$ cat src/rtl/uart_xcvr_pkg.sv
`default_nettype none
// +----------------------------------------------------------------------+
// | uart_xcvr_pkg : shared parity mode and serial FSM state encodings    |
// | Rev 1.0                                                              |
// +----------------------------------------------------------------------+
package uart_xcvr_pkg;

  typedef enum logic [1:0] {
    PAR_NONE = 2'd0,
    PAR_EVEN = 2'd1,
    PAR_ODD  = 2'd2
  } parity_t;

  typedef enum logic [2:0] {
    IDLE   = 3'd0,
    START  = 3'd1,
    DATA   = 3'd2,
    PARITY = 3'd3,
    STOP   = 3'd4
  } uart_state_t;

endpackage
`default_nettype wire

$ cat src/rtl/sync_fifo.sv
`default_nettype none
// +----------------------------------------------------------------------+
// | sync_fifo : flop-based FIFO, extra-MSB pointers, head read from regs |
// | Rev 1.0                                                              |
// +----------------------------------------------------------------------+
module sync_fifo #(
  parameter int WIDTH = 8,
  parameter int DEPTH = 16
) (
  input  logic                     clk,
  input  logic                     resetb,
  input  logic                     push,
  input  logic [WIDTH-1:0]         push_data,
  input  logic                     pop,
  output logic [WIDTH-1:0]         pop_data,
  output logic [$clog2(DEPTH):0]   level,
  output logic                     full,
  output logic                     empty
);
  localparam int             AW      = $clog2(DEPTH);
  localparam logic [AW:0]    PTR_ONE = (AW+1)'(1);

  logic [AW:0]      wr_ptr_q, wr_ptr_d, rd_ptr_q, rd_ptr_d;
  logic [WIDTH-1:0] mem_q [DEPTH];
  logic [WIDTH-1:0] mem_d [DEPTH];
  logic             push_ok, pop_ok;

  assign empty    = (wr_ptr_q == rd_ptr_q);
  assign full     = ((wr_ptr_q ^ rd_ptr_q) == {1'b1, {AW{1'b0}}});
  assign level    = wr_ptr_q - rd_ptr_q;
  assign pop_ok   = pop & (~empty | push);
  assign push_ok  = push & (~full | pop_ok);
  assign pop_data = mem_q[rd_ptr_q[AW-1:0]];

  always_comb begin
    mem_d    = mem_q;
    wr_ptr_d = wr_ptr_q;
    rd_ptr_d = rd_ptr_q;
    if (push_ok) begin
      mem_d[wr_ptr_q[AW-1:0]] = push_data;
      wr_ptr_d                = wr_ptr_q + PTR_ONE;
    end
    if (pop_ok) begin
      rd_ptr_d = rd_ptr_q + PTR_ONE;
    end
  end

  // Storage is reset so the head outputs read as zero out of reset.
  always_ff @(posedge clk or negedge resetb) begin
    if (!resetb) begin
      wr_ptr_q <= '0;
      rd_ptr_q <= '0;
      for (int i = 0; i < DEPTH; i++) begin
        mem_q[i] <= '0;
      end
    end else begin
      wr_ptr_q <= wr_ptr_d;
      rd_ptr_q <= rd_ptr_d;
      mem_q    <= mem_d;
    end
  end

endmodule
`default_nettype wire

$ cat src/rtl/uart_fifo_xcvr.sv
`default_nettype none
// +----------------------------------------------------------------------+
// | uart_fifo_xcvr : full-duplex UART with TX/RX FIFOs, runtime divider  |
// | Rev 1.0                                                              |
// +----------------------------------------------------------------------+
module uart_fifo_xcvr
  import uart_xcvr_pkg::*;
#(
  parameter int DATA_W     = 8,
  parameter int FIFO_DEPTH = 16,
  parameter int DIV_W      = 16
) (
  input  logic                          clk,
  input  logic                          resetb,
  input  logic [DIV_W-1:0]              cfg_div,
  input  logic [1:0]                    cfg_parity,
  input  logic [DATA_W-1:0]             tx_data,
  input  logic                          tx_valid,
  output logic                          tx_ready,
  output logic [DATA_W-1:0]             rx_data,
  output logic                          rx_perr,
  output logic                          rx_ferr,
  output logic                          rx_valid,
  input  logic                          rx_ready,
  output logic                          rx_overrun,
  input  logic                          ovr_clr,
  output logic [$clog2(FIFO_DEPTH):0]   tx_level,
  output logic [$clog2(FIFO_DEPTH):0]   rx_level,
  output logic                          txd,
  input  logic                          rxd
);
  localparam int               BIT_W    = $clog2(DATA_W);
  localparam logic [BIT_W-1:0] LAST_BIT = BIT_W'(DATA_W - 1);
  localparam logic [BIT_W-1:0] BIT_ONE  = BIT_W'(1);
  localparam logic [DIV_W-1:0] DIV_ONE  = DIV_W'(1);

  logic              par_en_cfg, par_odd_cfg;
  assign par_en_cfg  = (cfg_parity == PAR_EVEN) || (cfg_parity == PAR_ODD);
  assign par_odd_cfg = (cfg_parity == PAR_ODD);

  // ---------------- TX path ----------------
  logic              tx_push, tx_pop, tx_full, tx_empty, tx_bit_end;
  logic [DATA_W-1:0] tx_head;
  uart_state_t       tx_state_q, tx_state_d;
  logic [DIV_W-1:0]  tx_cnt_q, tx_cnt_d, tx_div_q, tx_div_d;
  logic [BIT_W-1:0]  tx_bit_q, tx_bit_d;
  logic [DATA_W-1:0] tx_shift_q, tx_shift_d;
  logic              tx_par_en_q, tx_par_en_d, tx_par_bit_q, tx_par_bit_d;
  logic              txd_q, txd_d;

  assign tx_push    = tx_valid & tx_ready;
  assign tx_ready   = ~tx_full;
  assign tx_bit_end = (tx_cnt_q == tx_div_q - DIV_ONE);
  assign txd        = txd_q;

  sync_fifo #(.WIDTH(DATA_W), .DEPTH(FIFO_DEPTH)) u_tx_fifo (
    .clk(clk), .resetb(resetb), .push(tx_push), .push_data(tx_data), .pop(tx_pop),
    .pop_data(tx_head), .level(tx_level), .full(tx_full), .empty(tx_empty)
  );

  always_comb begin
    tx_state_d   = tx_state_q;
    tx_cnt_d     = (tx_state_q == IDLE || tx_bit_end) ? '0 : tx_cnt_q + DIV_ONE;
    tx_bit_d     = tx_bit_q;
    tx_shift_d   = tx_shift_q;
    tx_div_d     = tx_div_q;
    tx_par_en_d  = tx_par_en_q;
    tx_par_bit_d = tx_par_bit_q;
    tx_pop       = 1'b0;
    case (tx_state_q)
      IDLE:   tx_pop = ~tx_empty;
      START:  if (tx_bit_end) tx_state_d = DATA;
      DATA: begin
        if (tx_bit_end) begin
          tx_shift_d = tx_shift_q >> 1;
          if (tx_bit_q == LAST_BIT) begin
            tx_bit_d   = '0;
            tx_state_d = tx_par_en_q ? PARITY : STOP;
          end else begin
            tx_bit_d = tx_bit_q + BIT_ONE;
          end
        end
      end
      PARITY: if (tx_bit_end) tx_state_d = STOP;
      STOP: begin
        if (tx_bit_end) begin
          if (tx_empty) tx_state_d = IDLE;
          else          tx_pop     = 1'b1;
        end
      end
      default: tx_state_d = IDLE;
    endcase
    if (tx_pop) begin
      tx_state_d   = START;
      tx_cnt_d     = '0;
      tx_bit_d     = '0;
      tx_shift_d   = tx_head;
      tx_div_d     = cfg_div;
      tx_par_en_d  = par_en_cfg;
      tx_par_bit_d = (^tx_head) ^ par_odd_cfg;
    end
    // The line is driven from the registered state, one clock behind it.
    case (tx_state_q)
      START:   txd_d = 1'b0;
      DATA:    txd_d = tx_shift_q[0];
      PARITY:  txd_d = tx_par_bit_q;
      default: txd_d = 1'b1;
    endcase
  end

  always_ff @(posedge clk or negedge resetb) begin
    if (!resetb) begin
      tx_state_q   <= IDLE;
      tx_cnt_q     <= '0;
      tx_bit_q     <= '0;
      tx_shift_q   <= '0;
      tx_div_q     <= '0;
      tx_par_en_q  <= 1'b0;
      tx_par_bit_q <= 1'b0;
      txd_q        <= 1'b1;
    end else begin
      tx_state_q   <= tx_state_d;
      tx_cnt_q     <= tx_cnt_d;
      tx_bit_q     <= tx_bit_d;
      tx_shift_q   <= tx_shift_d;
      tx_div_q     <= tx_div_d;
      tx_par_en_q  <= tx_par_en_d;
      tx_par_bit_q <= tx_par_bit_d;
      txd_q        <= txd_d;
    end
  end

  // ---------------- RX path ----------------
  logic                rx_meta_q, rx_meta_d, rx_sync_q, rx_sync_d, rx_prev_q, rx_prev_d;
  logic                rx_pop, rx_full, rx_empty, rx_sample;
  logic [DATA_W+1:0]   rx_head, rx_word_q, rx_word_d;
  uart_state_t         rx_state_q, rx_state_d;
  logic [DIV_W-1:0]    rx_cnt_q, rx_cnt_d, rx_div_q, rx_div_d;
  logic [BIT_W-1:0]    rx_bit_q, rx_bit_d;
  logic [DATA_W-1:0]   rx_shift_q, rx_shift_d;
  logic                rx_par_en_q, rx_par_en_d, rx_par_odd_q, rx_par_odd_d;
  logic                rx_perr_q, rx_perr_d, rx_push_q, rx_push_d, ovr_q, ovr_d;

  assign rx_pop     = rx_ready & ~rx_empty;
  assign rx_valid   = ~rx_empty;
  assign rx_data    = rx_head[DATA_W-1:0];
  assign rx_perr    = rx_head[DATA_W];
  assign rx_ferr    = rx_head[DATA_W+1];
  assign rx_overrun = ovr_q;
  assign rx_sample  = (rx_state_q == START) ? (rx_cnt_q == (rx_div_q >> 1) - DIV_ONE)
                                            : (rx_cnt_q == rx_div_q - DIV_ONE);

  sync_fifo #(.WIDTH(DATA_W + 2), .DEPTH(FIFO_DEPTH)) u_rx_fifo (
    .clk(clk), .resetb(resetb), .push(rx_push_q), .push_data(rx_word_q), .pop(rx_pop),
    .pop_data(rx_head), .level(rx_level), .full(rx_full), .empty(rx_empty)
  );

  always_comb begin
    rx_meta_d    = rxd;
    rx_sync_d    = rx_meta_q;
    rx_prev_d    = rx_sync_q;
    rx_state_d   = rx_state_q;
    rx_cnt_d     = (rx_state_q == IDLE || rx_sample) ? '0 : rx_cnt_q + DIV_ONE;
    rx_bit_d     = rx_bit_q;
    rx_shift_d   = rx_shift_q;
    rx_div_d     = rx_div_q;
    rx_par_en_d  = rx_par_en_q;
    rx_par_odd_d = rx_par_odd_q;
    rx_perr_d    = rx_perr_q;
    rx_word_d    = rx_word_q;
    rx_push_d    = 1'b0;
    case (rx_state_q)
      IDLE: begin
        if (rx_prev_q && !rx_sync_q) begin
          rx_state_d   = START;
          rx_bit_d     = '0;
          rx_perr_d    = 1'b0;
          rx_div_d     = cfg_div;
          rx_par_en_d  = par_en_cfg;
          rx_par_odd_d = par_odd_cfg;
        end
      end
      START:  if (rx_sample) rx_state_d = rx_sync_q ? IDLE : DATA;
      DATA: begin
        if (rx_sample) begin
          rx_shift_d = {rx_sync_q, rx_shift_q[DATA_W-1:1]};
          if (rx_bit_q == LAST_BIT) begin
            rx_bit_d   = '0;
            rx_state_d = rx_par_en_q ? PARITY : STOP;
          end else begin
            rx_bit_d = rx_bit_q + BIT_ONE;
          end
        end
      end
      PARITY: begin
        if (rx_sample) begin
          rx_perr_d  = ((^rx_shift_q) ^ rx_sync_q) != rx_par_odd_q;
          rx_state_d = STOP;
        end
      end
      STOP: begin
        if (rx_sample) begin
          rx_push_d  = 1'b1;
          rx_word_d  = {~rx_sync_q, rx_perr_q, rx_shift_q};
          rx_state_d = IDLE;
        end
      end
      default: rx_state_d = IDLE;
    endcase
    // A fresh overrun takes priority over a simultaneous clear.
    ovr_d = (rx_push_q & rx_full & ~rx_pop) | (ovr_q & ~ovr_clr);
  end

  always_ff @(posedge clk or negedge resetb) begin
    if (!resetb) begin
      rx_meta_q    <= 1'b1;
      rx_sync_q    <= 1'b1;
      rx_prev_q    <= 1'b1;
      rx_state_q   <= IDLE;
      rx_cnt_q     <= '0;
      rx_bit_q     <= '0;
      rx_shift_q   <= '0;
      rx_div_q     <= '0;
      rx_par_en_q  <= 1'b0;
      rx_par_odd_q <= 1'b0;
      rx_perr_q    <= 1'b0;
      rx_word_q    <= '0;
      rx_push_q    <= 1'b0;
      ovr_q        <= 1'b0;
    end else begin
      rx_meta_q    <= rx_meta_d;
      rx_sync_q    <= rx_sync_d;
      rx_prev_q    <= rx_prev_d;
      rx_state_q   <= rx_state_d;
      rx_cnt_q     <= rx_cnt_d;
      rx_bit_q     <= rx_bit_d;
      rx_shift_q   <= rx_shift_d;
      rx_div_q     <= rx_div_d;
      rx_par_en_q  <= rx_par_en_d;
      rx_par_odd_q <= rx_par_odd_d;
      rx_perr_q    <= rx_perr_d;
      rx_word_q    <= rx_word_d;
      rx_push_q    <= rx_push_d;
      ovr_q        <= ovr_d;
    end
  end

endmodule
`default_nettype wire

$ cat config.mk
export PLATFORM = sky130hd
export DESIGN_NAME = uart_fifo_xcvr
export DESIGN_NICKNAME = d
export VERILOG_FILES = /design/src/rtl/uart_xcvr_pkg.sv /design/src/rtl/sync_fifo.sv /design/src/rtl/uart_fifo_xcvr.sv
export SDC_FILE = /design/constraint.sdc
export NUM_CORES = 1
export LEC_CHECK = 0
export ABC_AREA = 1
export BUFFER_PORTS_ARGS = -buffer_cell sky130_fd_sc_hd__buf_4
export CAP_MARGIN = 20
export CORE_AREA = 8 8 215 217
export CTS_CLUSTER_SIZE = 8
export DETAILED_ROUTE_END_ITERATION = 8
export DIE_AREA = 0 0 223 225
export PLACE_DENSITY = 0.65
export SLEW_MARGIN = 25
export SYNTH_ARGS = -nofsm -noshare
export SYNTH_HDL_FRONTEND = slang
export SYNTH_SLANG_ARGS = --single-unit
$ cat constraint.sdc
create_clock -name clk -period 2.97 [get_ports clk]
set_clock_uncertainty 0.15 [all_clocks]
set_input_delay 0.594 -clock clk [delete_from_list [all_inputs] [get_ports clk]]
set_output_delay 0.594 -clock clk [all_outputs]
set_load 0.02 [all_outputs]
* Word-level counts from Yosys, hierarchy flattened
Index checks and enable logic that the tools add are counted.
Word-level totals: bits in registers 421, word-level logic and storage cells 216
Cells by class: eq/ne operators 33, order comparisons 6, add/sub/neg operators 13, bitwise logic cells 29, mux-type cells 54, reductions and logical operators 23
Operator list (number):
- $bwmux 160 | 1
- $bwmux 128 | 1
- $mux 3 | 22
- $eq 16x16->1 | 3
- $mux 16 | 3
- $mux 8 | 6
- $bmux 10 s4 | 1
- $demux 10 s4 | 1
- $add 16x1->16 const B | 2
- $bmux 8 s4 | 1
- $demux 8 s4 | 1
- $sub 16x1->16 const B | 2
- $mux 10 | 3
- $pmux 3 s5 | 2
- $add 5x1->5 const B | 4
- $ge 5x5->1 const B | 4
- $not 4->5 | 4
- $reduce_xor 8->1 | 2
- $sub 15x1->16 const B | 1
- $ne 3x2->1 const B | 5
- $eq 3x2->1 const B | 4
- $eq 3x3->1 const B | 4
- $eq 5x5->1 | 2
- $eq 5x5->1 const B | 2
- 29 further kinds | 77

* Depth between registers and ports, before layout
Gate-level depths: netlist of the first run.
depth in word-level cells 8, mapped depth 20, mapped depth without buffers 18

* Modules after synthesis
Synthesis of the first run repeated with hierarchy kept, for this count alone.
Unflattened totals: cell total of the unflattened synthesis 3419, area total of the unflattened synthesis 24748.7 um^2
By module, submodules not included:
- sync_fifo (u_rx_fifo) | sequential area each 4254.1 um^2, area each 9892.0 um^2, cells an instance 1375, instances 1
- sync_fifo (u_tx_fifo) | sequential area each 3453.3 um^2, area each 8046.5 um^2, cells an instance 1113, instances 1
- uart_fifo_xcvr | sequential area each 2832.7 um^2, area each 6810.3 um^2, cells an instance 931, instances 1

* Worst setup path after synthesis of the first run
Ideal clock, no wire load.
path kind register -> register, start point reg u_rx_fifo.rd_ptr_q[2], end point reg u_rx_fifo.mem_q[110] (netlist bit), cell stages (with the launch flop) 16, arrival time 2.919 ns, period minus slack after synthesis 3.151 ns, library setup time 0.083 ns, data required time 2.737 ns, path slack -0.181 ns, path buffers 3, cells stage by stage dfrtp_1 -> clkbuf_1 -> clkinv_1 -> ha_1 -> inv_1 -> nor4_1 -> nand2_1 -> nand2_1 -> nand3_1 -> nand2_1 -> inv_1 -> clkbuf_1 -> nand4_1 -> clkbuf_1 -> nand2_1 -> o21ai_0
Between the ends: cells in the longest elaborated chain, start to end 6, elaborated cells on any way between the ends 10
RTL lines:
- start: declaration | line sync_fifo.sv:23 | logic [AW:0] wr_ptr_q, wr_ptr_d, rd_ptr_q, rd_ptr_d;
- start signal: assignment | line sync_fifo.sv:58 | rd_ptr_q <= rd_ptr_d;
- $eq 5x5->1 (*) | line sync_fifo.sv:28 | assign empty = (wr_ptr_q == rd_ptr_q);
- $not 1->1 (*)
- net rx_valid | line uart_fifo_xcvr.sv:23 | output logic rx_valid,
- $and 1x1->1 / $or 1x1->1 (equally long branches) | line uart_fifo_xcvr.sv:144, sync_fifo.sv:31
- $and 1x1->1 (*) | line sync_fifo.sv:31 | assign pop_ok = pop & (~empty | push);
- $or 1x1->1 (*) | line sync_fifo.sv:32 | assign push_ok = push & (~full | pop_ok);
- $and 1x1->1 (*) | line sync_fifo.sv:32
- end signal: assignment | line sync_fifo.sv:59 | mem_q <= mem_d;
- end: declaration | line sync_fifo.sv:24 | logic [WIDTH-1:0] mem_q [DEPTH];
The timed path passes the listed nets; every way through them passes the cells marked *. A chain may end at the register's enable or synchronous reset.

* Worst setup path in the final report of the first run
start point reg u_rx_fifo.rd_ptr_q[0], end point out rx_data[1]
Between the ends: cells in the longest elaborated chain, start to end 4
RTL lines:
- $not 4->5 (implied by the code) | line sync_fifo.sv:33 | assign pop_data = mem_q[rd_ptr_q[AW-1:0]];
- $bmux 10 s4 | line sync_fifo.sv:33
- $mux 10 (implied by the code) (2 in a row) | line sync_fifo.sv:33
- end: declaration | line uart_fifo_xcvr.sv:20 | output logic [DATA_W-1:0] rx_data,
Every way passes these cells. The select of a mux whose other input is x is not followed.

==> results of run 1 <==
==> what timing repair did <==
| item | CTS | global route |
|---|---|---|
| cloned | 4 | 5 |
| endpoints found under the hold margin | 65 | 0 |
| buffers inserted | 6 | 6 |
| hold buffers | 3 | 0 |
| gates resized for setup | 69 | 71 |
| pin swaps | 22 | 32 |
| endpoints found under the setup margin | 43 | 226 |
==> registers in the layout, indices dropped and copies added (netlist names), 8 cells and up <==
signal / flops
tx_div_q: 16
u_rx_fifo.mem_q: 160
tx_cnt_q: 16
rx_word_q: 10
rx_cnt_q: 16
rx_shift_q: 8
u_tx_fifo.mem_q: 128
rx_div_q: 16
tx_shift_q: 8
==> critical path, stage by stage (launching register included) <==
cell	delay [ns]
sky130_fd_sc_hd__dfrtp_2	0.49
sky130_fd_sc_hd__inv_6	0.07
sky130_fd_sc_hd__buf_12	0.13
sky130_fd_sc_hd__buf_16	0.14
sky130_fd_sc_hd__nor2_1	0.12
sky130_fd_sc_hd__o22ai_2	0.11
sky130_fd_sc_hd__o211ai_1	0.28
sky130_fd_sc_hd__nand3_2	0.16
sky130_fd_sc_hd__buf_6	0.17
==> kinds of logic after synthesis <==
family	after synthesis
AO/OA/AOI/OAI	627
XOR/XNOR	60
adder cells (fa/ha/maj)	29
buffers and inverters	348
flip-flops	421
AND/OR/NAND/NOR	1191
==> worst min-delay path by stage <==
stage	startpoint	to	slack, ns	depth (start not counted)
after floorplan	resetb	rx_bit_q[0]	0.15	0
after global placement	rx_meta_q	rx_prev_d	0.20	0
after detailed placement	rx_meta_q	rx_prev_d	0.20	0
after CTS	cfg_div[8]	rx_div_q[8]	0.12	3
after global routing	cfg_div[8]	tx_div_q[8]	0.13	3
final	cfg_div[14]	tx_div_q[14]	0.15	3
==> cell type report <==
cell class              count  area, µm²
clock buffers              83       1550
clock inverters             2       21.3
fillers                  3806      18000
inverters                 206        781
multi-input cells        1909       9620
flip-flops and latches    421      10500
well taps                 546        683
repair buffers            156       1540
==> layer usage <==
layer / share of wire / routed length (µm) / vias to the layer above / global-route usage
met5: 0 / 0 / - / 0
met2: 0.47 / 26500 / 527 / 0.356
met1: 0.45 / 25800 / 8795 / 0.305
met4: 0.027 / 1530 / 0 / 0.0763
li1: - / - / 8907 / -
met3: 0.052 / 2950 / 107 / 0.0357
==> power by group through the flow <==
stage / Sequential, mW / Combinational, mW / Clock, mW
finish: 7.93 / 12.8 / 5.90
global route: 8.08 / 14.2 / 6.28
CTS: 7.89 / 12.0 / 6.01
detailed placement: 7.96 / 11.3 / 0
global placement: 7.92 / 11.0 / 0
floorplan: 7.70 / 8.02 / 0
==> cells in the final DEF, fill, tap and decap left out, drive strengths merged, types with 3 or more instances in the layout <==
| cell type | n |
|---|---|
| xnor2 | 17 |
| clkbuf | 86 |
| o221ai | 17 |
| nand3b | 5 |
| dfstp | 4 |
| clkinv | 8 |
| nand4 | 38 |
| dfrtp | 417 |
| o22ai | 44 |
| nand3 | 130 |
| o21ai | 522 |
| inv | 200 |
| nor4 | 5 |
| ha | 27 |
| o31ai | 3 |
| nor2 | 297 |
| nand2 | 696 |
| buf | 149 |
| nor3b | 5 |
| a21oi | 23 |
| dlygate4sd3 | 3 |
| xor2 | 43 |
| o211ai | 14 |
| nor3 | 14 |
==> stage by stage <==
step	instance area, µm²	setup TNS [ns]	total power, mW	cells
2_1_floorplan	21100	0	15.7	2676
3_3_place_gp	22300	-0.0394	19.0	3214
3_5_place_dp	22300	-0.677	19.2	3214
4_1_cts	24300	-0.492	25.9	3312
5_1_grt	24700	-1.68	28.5	3323
6_report	24700	-0.185	26.6	3323
==> impl_metrics.xml, run 1 <==
<?xml version="1.0" encoding="UTF-8"?>
<metrics>
  <group name="synthesis">
    <metric name="synthArstFlopShare" unit="">1.00</metric>
    <metric name="post_synthesis_simple_gate_area_fraction" unit="">0.234</metric>
    <metric name="yosysSeqAreaShare" unit="">0.499</metric>
    <metric name="post_synth_main_area_contributors" unit="">sky130_fd_sc_hd__dfrtp_1 (49%), sky130_fd_sc_hd__nand2_1 (12%), sky130_fd_sc_hd__o21ai_0 (12%)</metric>
    <metric name="edff_count_synth" unit="">0</metric>
    <metric name="synth_most_common_cell" unit="">sky130_fd_sc_hd__nand2_1</metric>
    <metric name="synth_top_cell_area_share" unit="">0.494</metric>
    <metric name="post_synth_num_cell_types" unit="">41</metric>
    <metric name="synthesis.nets" unit="">2737</metric>
    <metric name="yosysWarnings" unit="">0</metric>
    <metric name="syn-cell-area" unit="mm²">0.0211</metric>
    <metric name="yosysTopAreaCell" unit="">sky130_fd_sc_hd__dfrtp_1</metric>
    <metric name="synth_xor_xnor_area_share" unit="">0.0249</metric>
    <metric name="synth-adder-area-share" unit="">0.0179</metric>
    <metric name="combinational_family_with_the_most_area_after_synthesis" unit="">simple AND/OR/NAND/NOR gates</metric>
    <metric name="synth_area_per_cell" unit="µm²">7.89</metric>
    <metric name="synth_compound_gate_area_share" unit="">0.159</metric>
    <metric name="netlist_instances" unit="">2676</metric>
    <metric name="postSynthRegisterBits" unit="">421</metric>
    <metric name="muxShareOfSynthArea" unit="">0</metric>
    <metric name="synth-main-ff-cell" unit="">sky130_fd_sc_hd__dfrtp_1</metric>
    <metric name="synth_commonest_cells" unit="">sky130_fd_sc_hd__nand2_1 (678), sky130_fd_sc_hd__o21ai_0 (506), sky130_fd_sc_hd__dfrtp_1 (417)</metric>
  </group>
  <group name="floorplanning">
    <metric name="num_rows" unit="">76</metric>
    <metric name="die-width" unit="µm">223</metric>
    <metric name="boundaryPins" unit="">56</metric>
    <metric name="die-area" unit="mm²">0.0502</metric>
    <metric name="start_util" unit="">0.495</metric>
    <metric name="core_area" unit="mm²">0.0427</metric>
    <metric name="die_height" unit="µm">225</metric>
  </group>
  <group name="timing">
    <metric name="final_hold_viol_count" unit="">0</metric>
    <metric name="timing.slew.headroom" unit="">0.564</metric>
    <metric name="final_critical_path_setup_slack" unit="ns">-0.0573</metric>
    <metric name="whs" unit="ns">0.149</metric>
    <metric name="slew_at_the_pin_with_the_worst_max_slew_slack" unit="ns">0.654</metric>
    <metric name="maxSlewViolCount" unit="">0</metric>
    <metric name="setup_violations" unit="">4</metric>
    <metric name="max_freq" unit="GHz">0.330</metric>
    <metric name="grt_setup_unrepaired" unit="">yes</metric>
    <metric name="final.period_utilization" unit="">1.02</metric>
    <metric name="timing.final.crit_period" unit="ns">3.03</metric>
  </group>
  <group name="critical_path">
    <metric name="r2r_cells" unit="">16</metric>
    <metric name="cp_data_required_time" unit="ns">2.23</metric>
    <metric name="critical_path.endpoint" unit="">rx_data[1]</metric>
    <metric name="critical_path.endpoint_type" unit="">primary output</metric>
    <metric name="cp_max_fo" unit="">15</metric>
    <metric name="timing.critical_path.arrival" unit="ns">2.28</metric>
    <metric name="worst-setup-path-type" unit="">flip-flop to primary output</metric>
    <metric name="crit_start" unit="">u_rx_fifo.rd_ptr_q[0]</metric>
    <metric name="worst_r2r_endpoint" unit="">rx_cnt_q[9]</metric>
    <metric name="worstSetupStartpointType" unit="">flip-flop</metric>
    <metric name="r2r_setup_slack" unit="ns">0.12</metric>
    <metric name="worst_r2r_startpoint" unit="">rx_state_q[1]</metric>
  </group>
  <group name="pwr">
    <metric name="power.share.sequential" unit="">0.298</metric>
    <metric name="sw_frac_of_total" unit="">0.428</metric>
    <metric name="power.clock.fraction" unit="">0.222</metric>
    <metric name="power.static_leakage" unit="nW">11.6</metric>
    <metric name="power_switching" unit="mW">11.4</metric>
    <metric name="internal-power" unit="mW">15.2</metric>
    <metric name="power.share.combinational" unit="">0.480</metric>
    <metric name="vdd_drop_max" unit="V">0.000666</metric>
    <metric name="power_per_cell_area" unit="mW/mm²">1080</metric>
  </group>
  <group name="clocking">
    <metric name="max_clock_buf_depth" unit="">3</metric>
    <metric name="cts-buffers-inserted" unit="">58</metric>
    <metric name="clk-insertion-delay-late" unit="ns">0.60</metric>
    <metric name="worst_setup_hold_path_clk_slew" unit="ns">0.05</metric>
    <metric name="cts.sinks" unit="">421</metric>
    <metric name="cts_tree" unit="">built</metric>
    <metric name="ctsHtreeMaxLevel" unit="">2</metric>
    <metric name="library_cell_used_as_clock_root_buffer" unit="">sky130_fd_sc_hd__clkbuf_16</metric>
  </group>
  <group name="global_route">
    <metric name="grt_first_pass_wirelength" unit="µm">91500</metric>
    <metric name="antenna_found_initial" unit="">0</metric>
    <metric name="grt_start_max_net_pins" unit="">75</metric>
    <metric name="globalRouteOverflowTotal" unit="">0</metric>
    <metric name="vias_in_the_first_global_route" unit="">17542</metric>
    <metric name="grt.total_usage" unit="">0.222</metric>
  </group>
  <group name="placed_design">
    <metric name="preCtsSetupSlack" unit="ns">-0.0623</metric>
    <metric name="gp_congestion" unit="">0.871</metric>
    <metric name="port-buffer-count" unit="">55</metric>
    <metric name="post-dp-hpwl" unit="µm">36900</metric>
  </group>
  <group name="layout">
    <metric name="diodes" unit="">0</metric>
    <metric name="final_core_util" unit="">0.579</metric>
    <metric name="layout-drive-gt1-share" unit="">0.127</metric>
    <metric name="num-nets-final" unit="">2813</metric>
    <metric name="layout-area-overhead-vs-synth" unit="%">17.1</metric>
  </group>
  <group name="route">
    <metric name="drtIter0Drc" unit="">1715</metric>
    <metric name="drc_errors_left" unit="">0</metric>
    <metric name="via_count" unit="">18336</metric>
    <metric name="route.detailed.vias_per_inst" unit="">5.52</metric>
    <metric name="route.detailed.wl_per_inst" unit="µm">17.1</metric>
    <metric name="ant_nets" unit="">0</metric>
    <metric name="wirelength" unit="µm">56700</metric>
    <metric name="drt-pass1-iter-count" unit="">5</metric>
  </group>
  <group name="worst_hold_path">
    <metric name="path_category_of_the_worst_min_delay_check" unit="">input port to flip-flop</metric>
  </group>
  <group name="flow_run">
    <metric name="drv_cap" unit="">0</metric>
  </group>
  <group name="status">
    <metric name="violations" unit="">negative setup slack</metric>
    <metric name="run_status" unit="">finished with violations</metric>
  </group>
</metrics>
Note: power is estimated with default switching activity, not from simulation.
==> run 2, diff against run 1 <==
--- a/config.mk
+++ b/config.mk
@@ -12,7 +12,7 @@
 export CTS_CLUSTER_SIZE = 8
 export DETAILED_ROUTE_END_ITERATION = 8
 export DIE_AREA = 0 0 223 225
-export PLACE_DENSITY = 0.65
+export PLACE_DENSITY = 0.63
 export SLEW_MARGIN = 25
 export SYNTH_ARGS = -nofsm -noshare
 export SYNTH_HDL_FRONTEND = slang
==> constraint.sdc (replaced) <==
create_clock -name clk -period 3.4 [get_ports clk]
set_clock_uncertainty 0.15 [all_clocks]
set_input_delay 0.68 -clock clk [delete_from_list [all_inputs] [get_ports clk]]
set_output_delay 0.68 -clock clk [all_outputs]
set_load 0.02 [all_outputs]
==> impl_metrics.xml, run 2 (synthesis results as in run 1) <==
<?xml version="1.0" encoding="UTF-8"?>
<metrics>
  <group name="layout">
    <metric name="largest_register" unit="">u_rx_fifo.mem_q</metric>
    <metric name="final_core_util" unit="">0.560</metric>
    <metric name="biggest_registers_after_layout" unit="">u_rx_fifo.mem_q (160), u_tx_fifo.mem_q (128)</metric>
    <metric name="layout-drive-gt1-share" unit="">0.0908</metric>
    <metric name="fin_area" unit="mm²">0.0239</metric>
    <metric name="num-nets-final" unit="">2777</metric>
    <metric name="most-common-layout-cells" unit="">sky130_fd_sc_hd__nand2_1 (678), sky130_fd_sc_hd__o21ai_0 (505), sky130_fd_sc_hd__dfrtp_1 (415)</metric>
    <metric name="diodes" unit="">0</metric>
    <metric name="largest_reg_flops" unit="">160</metric>
    <metric name="layout_commonest_cell" unit="">sky130_fd_sc_hd__nand2_1</metric>
    <metric name="layout-area-overhead-vs-synth" unit="%">13.2</metric>
  </group>
  <group name="floorplanning">
    <metric name="die-area" unit="mm²">0.0502</metric>
    <metric name="num_rows" unit="">76</metric>
    <metric name="boundaryPins" unit="">56</metric>
    <metric name="core_area" unit="mm²">0.0427</metric>
    <metric name="start_util" unit="">0.495</metric>
    <metric name="die-width" unit="µm">223</metric>
    <metric name="die_height" unit="µm">225</metric>
  </group>
  <group name="placed_design">
    <metric name="gp_congestion" unit="">0.871</metric>
    <metric name="port-buffer-count" unit="">55</metric>
    <metric name="placement.cell_area" unit="mm²">0.0222</metric>
    <metric name="post-dp-hpwl" unit="µm">37900</metric>
    <metric name="preCtsSetupSlack" unit="ns">0.237</metric>
  </group>
  <group name="critical_path">
    <metric name="worst_path_max_delay_cell" unit="">sky130_fd_sc_hd__dfrtp_2</metric>
    <metric name="most_common_cell_type_on_the_critical_path" unit="">sky130_fd_sc_hd__buf_4</metric>
    <metric name="crit_path_max_incr_delay" unit="ns">0.46</metric>
    <metric name="worst-setup-path-type" unit="">flip-flop to primary output</metric>
    <metric name="timing.critical_path.arrival" unit="ns">2.51</metric>
    <metric name="worstSetupStartpointType" unit="">flip-flop</metric>
    <metric name="critical_path.endpoint_type" unit="">primary output</metric>
    <metric name="cp_data_required_time" unit="ns">2.57</metric>
    <metric name="worstPathCellList" unit="">buf_4, buf_4, o21ai_0, o221ai_1, nand3_1, nand3_1, buf_4</metric>
    <metric name="cp_max_fo" unit="">23</metric>
  </group>
  <group name="clocking">
    <metric name="cts-buffers-inserted" unit="">58</metric>
    <metric name="ctsHtreeMaxLevel" unit="">2</metric>
    <metric name="cts.sinks" unit="">421</metric>
    <metric name="cts_tree" unit="">built</metric>
    <metric name="library_cell_used_as_clock_root_buffer" unit="">sky130_fd_sc_hd__clkbuf_16</metric>
    <metric name="clk-insertion-delay-late" unit="ns">0.61</metric>
    <metric name="worst_setup_hold_path_clk_slew" unit="ns">0.05</metric>
    <metric name="max_clock_buf_depth" unit="">3</metric>
  </group>
  <group name="worst_hold_path">
    <metric name="path_category_of_the_worst_min_delay_check" unit="">input port to flip-flop</metric>
  </group>
  <group name="route">
    <metric name="wirelength" unit="µm">57000</metric>
    <metric name="drc_errors_left" unit="">0</metric>
    <metric name="drtIter0Drc" unit="">1587</metric>
    <metric name="route.detailed.vias_per_inst" unit="">5.51</metric>
    <metric name="drt-pass1-iter-count" unit="">6</metric>
    <metric name="via_count" unit="">18123</metric>
    <metric name="ant_nets" unit="">0</metric>
    <metric name="route.detailed.wl_per_inst" unit="µm">17.3</metric>
  </group>
  <group name="global_route">
    <metric name="globalRouteOverflowTotal" unit="">0</metric>
    <metric name="antenna_found_initial" unit="">0</metric>
    <metric name="vias_in_the_first_global_route" unit="">17496</metric>
    <metric name="grt_start_max_net_pins" unit="">84</metric>
    <metric name="grt_first_pass_wirelength" unit="µm">93100</metric>
    <metric name="grt.total_usage" unit="">0.227</metric>
  </group>
  <group name="flow_run">
    <metric name="drv_cap" unit="">0</metric>
  </group>
  <group name="pwr">
    <metric name="totalPowerFinal" unit="mW">22.0</metric>
    <metric name="power.static_leakage" unit="nW">11.3</metric>
    <metric name="vdd_drop_max" unit="V">0.000494</metric>
    <metric name="power_per_cell_area" unit="mW/mm²">922</metric>
  </group>
  <group name="status">
    <metric name="run_status" unit="">completed</metric>
  </group>
  <group name="timing">
    <metric name="final_critical_path_setup_slack" unit="ns">0.0648</metric>
    <metric name="final_setup_tns" unit="ns">0</metric>
    <metric name="grt_setup_unrepaired" unit="">yes</metric>
    <metric name="final.period_utilization" unit="">0.981</metric>
    <metric name="final_hold_viol_count" unit="">0</metric>
    <metric name="setup_violations" unit="">0</metric>
    <metric name="slew_at_the_pin_with_the_worst_max_slew_slack" unit="ns">0.671</metric>
    <metric name="maxSlewViolCount" unit="">0</metric>
    <metric name="max_freq" unit="GHz">0.300</metric>
    <metric name="timing.slew.headroom" unit="">0.552</metric>
    <metric name="timing.final.crit_period" unit="ns">3.34</metric>
  </group>
</metrics>
==> run 2: cell types whose count changed in the layout (fill, tap and decap cells not counted), sizes merged, moves of 2 or more <==
cell | before | now
clkinv | 8 | 11
dlygate4sd3 | 3 | 1
nor2 | 297 | 295
buf | 149 | 121
clkbuf | 86 | 81
==> run 2: area by class of cell <==
| type | count | area (µm²) |
|---|---|---|
| Timing Repair Buffer | 122 | 1030 |
| Fill cell | 3968 | 18800 |
| Sequential cell | 421 | 10500 |
| Multi-Input combinational cell | 1907 | 9260 |
| Clock buffer | 81 | 1540 |
| Tap cell | 546 | 683 |
| Inverter | 206 | 778 |
| Clock inverter | 4 | 67.6 |
==> run 2: repair_timing <==
item                                    CTS  global route
endpoints found under the setup margin    8            77
resized for setup                         1            15
pin swaps                                 1             5
endpoints found under the hold margin    58             0
buffers inserted                          3             3
hold buffers                              1             0
==> run 2: power breakdown <==
group          switching, mW  internal [mW]
clock                   2.12           3.09
combinational           6.59           3.36
sequential             0.758           6.13
==> run 2: per-stage QoR <==
| stage | hold WS [ns] | instances |
|---|---|---|
| final | 0.0608 | 3287 |
| after global placement | 0.207 | 3196 |
| after floorplan | 0.195 | 2676 |
| after CTS | 0.0317 | 3285 |
| after detailed placement | 0.208 | 3196 |
| after global routing | 0.0374 | 3287 |
==> run 2: path summary, 6_finish.rpt <==
path                                       startpoint               endpoint  slack (ns)  cells past startpoint
min in group asynchronous                      resetb           tx_cnt_q[14]        0.48                      2
worst max register to register          rx_state_q[2]          rx_state_q[0]        0.31                     17
worst min register to register              rx_meta_q              rx_prev_d        0.21                      0
max in group asynchronous                      resetb  u_rx_fifo.rd_ptr_q[0]        1.65                      4
worst min-delay path                              rxd              rx_meta_q        0.06                      1
worst max-delay path            u_rx_fifo.rd_ptr_q[0]                rx_perr        0.06                      7
==> run 2: critical path: cells and delay by family (launching register included) <==
family | cells | cell delay [ns]
buf+inv | 3 | 0.65
flops | 1 | 0.46
simple gates | 2 | 0.42
compound gates | 2 | 0.35
==> run 2: per-layer routing <==
| layer | wire length, µm | GRT usage | vias to the layer above |
|---|---|---|---|
| li1 | - | - | 8845 |
| met1 | 27000 | 0.321 | 8738 |
| met2 | 25800 | 0.358 | 456 |
| met3 | 3040 | 0.0342 | 84 |
| met4 | 1190 | 0.0669 | 0 |
| met5 | 0 | 0 | - |
==> run 3, diff against run 2 <==
--- a/config.mk
+++ b/config.mk
@@ -12,7 +12,7 @@
 export CTS_CLUSTER_SIZE = 8
 export DETAILED_ROUTE_END_ITERATION = 8
 export DIE_AREA = 0 0 223 225
-export PLACE_DENSITY = 0.63
+export PLACE_DENSITY = 0.77
 export SLEW_MARGIN = 25
 export SYNTH_ARGS = -nofsm -noshare
 export SYNTH_HDL_FRONTEND = slang
==> impl_metrics.xml, run 3 (synthesis results as in run 1) <==
<?xml version="1.0" encoding="UTF-8"?>
<metrics>
  <group name="global_route">
    <metric name="gr-usage-met3" unit="">0.0380</metric>
    <metric name="met2_usage" unit="">0.347</metric>
    <metric name="antenna_found_initial" unit="">0</metric>
    <metric name="grt_first_pass_wirelength" unit="µm">90700</metric>
    <metric name="vias_in_the_first_global_route" unit="">17922</metric>
    <metric name="globalRouteOverflowTotal" unit="">0</metric>
    <metric name="met1_demand_to_capacity_share_in_global_routing" unit="">0.294</metric>
    <metric name="grt_start_max_net_pins" unit="">73</metric>
    <metric name="grt.total_usage" unit="">0.218</metric>
    <metric name="highest_utilization_routing_layer_at_the_global_route_stage" unit="">met2</metric>
  </group>
  <group name="timing">
    <metric name="final_critical_path_setup_slack" unit="ns">0.114</metric>
    <metric name="max_freq" unit="GHz">0.304</metric>
    <metric name="whs" unit="ns">0.0932</metric>
    <metric name="timing.final.crit_period" unit="ns">3.29</metric>
    <metric name="timing.slew.headroom" unit="">0.513</metric>
    <metric name="grt_setup_unrepaired" unit="">no</metric>
    <metric name="final.period_utilization" unit="">0.966</metric>
    <metric name="slew_at_the_pin_with_the_worst_max_slew_slack" unit="ns">0.728</metric>
    <metric name="maxSlewViolCount" unit="">0</metric>
    <metric name="final_setup_tns" unit="ns">0</metric>
    <metric name="final_hold_viol_count" unit="">0</metric>
    <metric name="setup_violations" unit="">0</metric>
  </group>
  <group name="status">
    <metric name="run_status" unit="">completed</metric>
  </group>
  <group name="floorplanning">
    <metric name="boundaryPins" unit="">56</metric>
    <metric name="core_area" unit="mm²">0.0427</metric>
    <metric name="num_rows" unit="">76</metric>
    <metric name="die_height" unit="µm">225</metric>
    <metric name="die-width" unit="µm">223</metric>
    <metric name="start_util" unit="">0.495</metric>
    <metric name="die-area" unit="mm²">0.0502</metric>
  </group>
  <group name="clocking">
    <metric name="worst_setup_hold_path_clk_slew" unit="ns">0.05</metric>
    <metric name="clk-insertion-delay-late" unit="ns">0.62</metric>
    <metric name="cts_tree" unit="">built</metric>
    <metric name="cts.sinks" unit="">421</metric>
    <metric name="ctsHtreeMaxLevel" unit="">2</metric>
    <metric name="library_cell_used_as_clock_root_buffer" unit="">sky130_fd_sc_hd__clkbuf_16</metric>
    <metric name="cts-buffers-inserted" unit="">58</metric>
    <metric name="max_clock_buf_depth" unit="">3</metric>
  </group>
  <group name="pwr">
    <metric name="internal-power" unit="mW">12.6</metric>
    <metric name="power.static_leakage" unit="nW">11.3</metric>
    <metric name="power_per_cell_area" unit="mW/mm²">928</metric>
    <metric name="power_switching" unit="mW">9.61</metric>
    <metric name="power.share.sequential" unit="">0.312</metric>
    <metric name="sw_frac_of_total" unit="">0.433</metric>
    <metric name="power.clock.fraction" unit="">0.237</metric>
    <metric name="power.share.combinational" unit="">0.451</metric>
    <metric name="vdd_drop_max" unit="V">0.000561</metric>
  </group>
  <group name="worst_hold_path">
    <metric name="min_delay_path_depth" unit="">2</metric>
    <metric name="min_delay_worst_endpoint" unit="">rx_overrun</metric>
    <metric name="timing.hold.worst.start" unit="">ovr_clr</metric>
    <metric name="path_category_of_the_worst_min_delay_check" unit="">input port to flip-flop</metric>
  </group>
  <group name="layout">
    <metric name="layout_commonest_cell" unit="">sky130_fd_sc_hd__nand2_1</metric>
    <metric name="diodes" unit="">0</metric>
    <metric name="layout-area-overhead-vs-synth" unit="%">13.2</metric>
    <metric name="largest_reg_flops" unit="">160</metric>
    <metric name="layoutNonFillerInstCount" unit="">3286</metric>
    <metric name="layout-drive-gt1-share" unit="">0.0898</metric>
    <metric name="biggest_registers_after_layout" unit="">u_rx_fifo.mem_q (160), u_tx_fifo.mem_q (128)</metric>
    <metric name="n_fill_cell" unit="">3670</metric>
    <metric name="largest_register" unit="">u_rx_fifo.mem_q</metric>
    <metric name="num-nets-final" unit="">2773</metric>
    <metric name="fin_area" unit="mm²">0.0239</metric>
    <metric name="most-common-layout-cells" unit="">sky130_fd_sc_hd__nand2_1 (676), sky130_fd_sc_hd__o21ai_0 (506), sky130_fd_sc_hd__dfrtp_1 (414)</metric>
  </group>
  <group name="critical_path">
    <metric name="worst_r2r_endpoint" unit="">tx_state_q[0]</metric>
    <metric name="worst-setup-path-type" unit="">flip-flop to primary output</metric>
    <metric name="cp_data_required_time" unit="ns">2.57</metric>
    <metric name="cp_max_fo" unit="">47</metric>
    <metric name="r2r_cells" unit="">18</metric>
    <metric name="worst_r2r_startpoint" unit="">tx_div_q[0]</metric>
    <metric name="critical_path.endpoint_type" unit="">primary output</metric>
    <metric name="worstSetupStartpointType" unit="">flip-flop</metric>
    <metric name="r2r_setup_slack" unit="ns">0.32</metric>
    <metric name="timing.critical_path.arrival" unit="ns">2.46</metric>
  </group>
  <group name="route">
    <metric name="wirelength" unit="µm">55200</metric>
    <metric name="route.detailed.vias_per_inst" unit="">5.62</metric>
    <metric name="drc_errors_left" unit="">0</metric>
    <metric name="via_count" unit="">18459</metric>
    <metric name="route.detailed.wl_per_inst" unit="µm">16.8</metric>
    <metric name="drtIter0Drc" unit="">2037</metric>
    <metric name="drt-pass1-iter-count" unit="">6</metric>
    <metric name="ant_nets" unit="">0</metric>
  </group>
  <group name="placed_design">
    <metric name="place_inst" unit="">3193</metric>
    <metric name="post-dp-hpwl" unit="µm">36700</metric>
    <metric name="placement.cell_area" unit="mm²">0.0222</metric>
    <metric name="gp_congestion" unit="">0.892</metric>
    <metric name="port-buffer-count" unit="">55</metric>
    <metric name="preCtsSetupSlack" unit="ns">0.213</metric>
  </group>
  <group name="flow_run">
    <metric name="drv_cap" unit="">0</metric>
  </group>
</metrics>
[run 3: per-layer routing]
metal / vias up / wire length (µm)
met2: 697 / 25100
met5: - / 0
met1: 8796 / 24300
met4: 0 / 1890
li1: 8837 / -
met3: 129 / 3880
[run 3: cell type report]
| type | count | area (µm²) | area share |
|---|---|---|---|
| inverters | 206 | 774 | 0.0324 |
| clock buffers | 85 | 1550 | 0.0650 |
| repair buffers | 118 | 1020 | 0.0428 |
| well taps | 546 | 683 | 0.0286 |
| multi-input cells | 1907 | 9270 | 0.388 |
| flip-flops and latches | 421 | 10500 | 0.441 |
| clock inverters | 3 | 56.3 | 0.00236 |
[run 3: worst max-delay path by stage]
stage / startpoint / to / cells after the start
finish: u_rx_fifo.rd_ptr_q[0] / rx_data[7] / 7
global route: u_rx_fifo.rd_ptr_q[0] / rx_perr / 6
CTS: u_tx_fifo.rd_ptr_q[1] / tx_level[4] / 6
detailed placement: rx_state_q[1] / rx_cnt_q[5] / 13
global placement: rx_state_q[1] / rx_cnt_q[5] / 15
floorplan: u_rx_fifo.rd_ptr_q[2] / u_rx_fifo.mem_q[110] / 15
[run 3: metrics by stage]
step | utilization | power, mW
floorplan | - | 13.7
global placement | 0.520 | 16.4
detailed placement | 0.520 | 16.7
CTS | 0.558 | 22.1
global route | 0.560 | 23.8
finish | 0.560 | 22.2
[run 3: power groups by stage]
stage	combinational [mW]	clock, mW	sequential (mW)
floorplan	7.00	0	6.72
global placement	9.51	0	6.92
detailed placement	9.75	0	6.95
CTS	9.82	5.35	6.90
global route	11.2	5.55	7.05
finish	10.0	5.26	6.93
[run 3: worst max-delay path, stage by stage (launching register included)]
cell                       delay, ns
sky130_fd_sc_hd__dfrtp_2        0.44
sky130_fd_sc_hd__inv_2          0.25
sky130_fd_sc_hd__buf_12         0.27
sky130_fd_sc_hd__o21ai_0        0.11
sky130_fd_sc_hd__o221ai_1       0.27
sky130_fd_sc_hd__nand3_1        0.18
sky130_fd_sc_hd__nand3_1        0.16
sky130_fd_sc_hd__buf_4          0.16
[run 3: timing repair]
| item | CTS | global route |
|---|---|---|
| pin swaps | 0 | 1 |
| hold endpoints to repair | 66 | 0 |
| hold buffers | 2 | 0 |
| endpoints found under the setup margin | 2 | 44 |
| setup buffers | 0 | 3 |
| resized for setup | 1 | 13 |
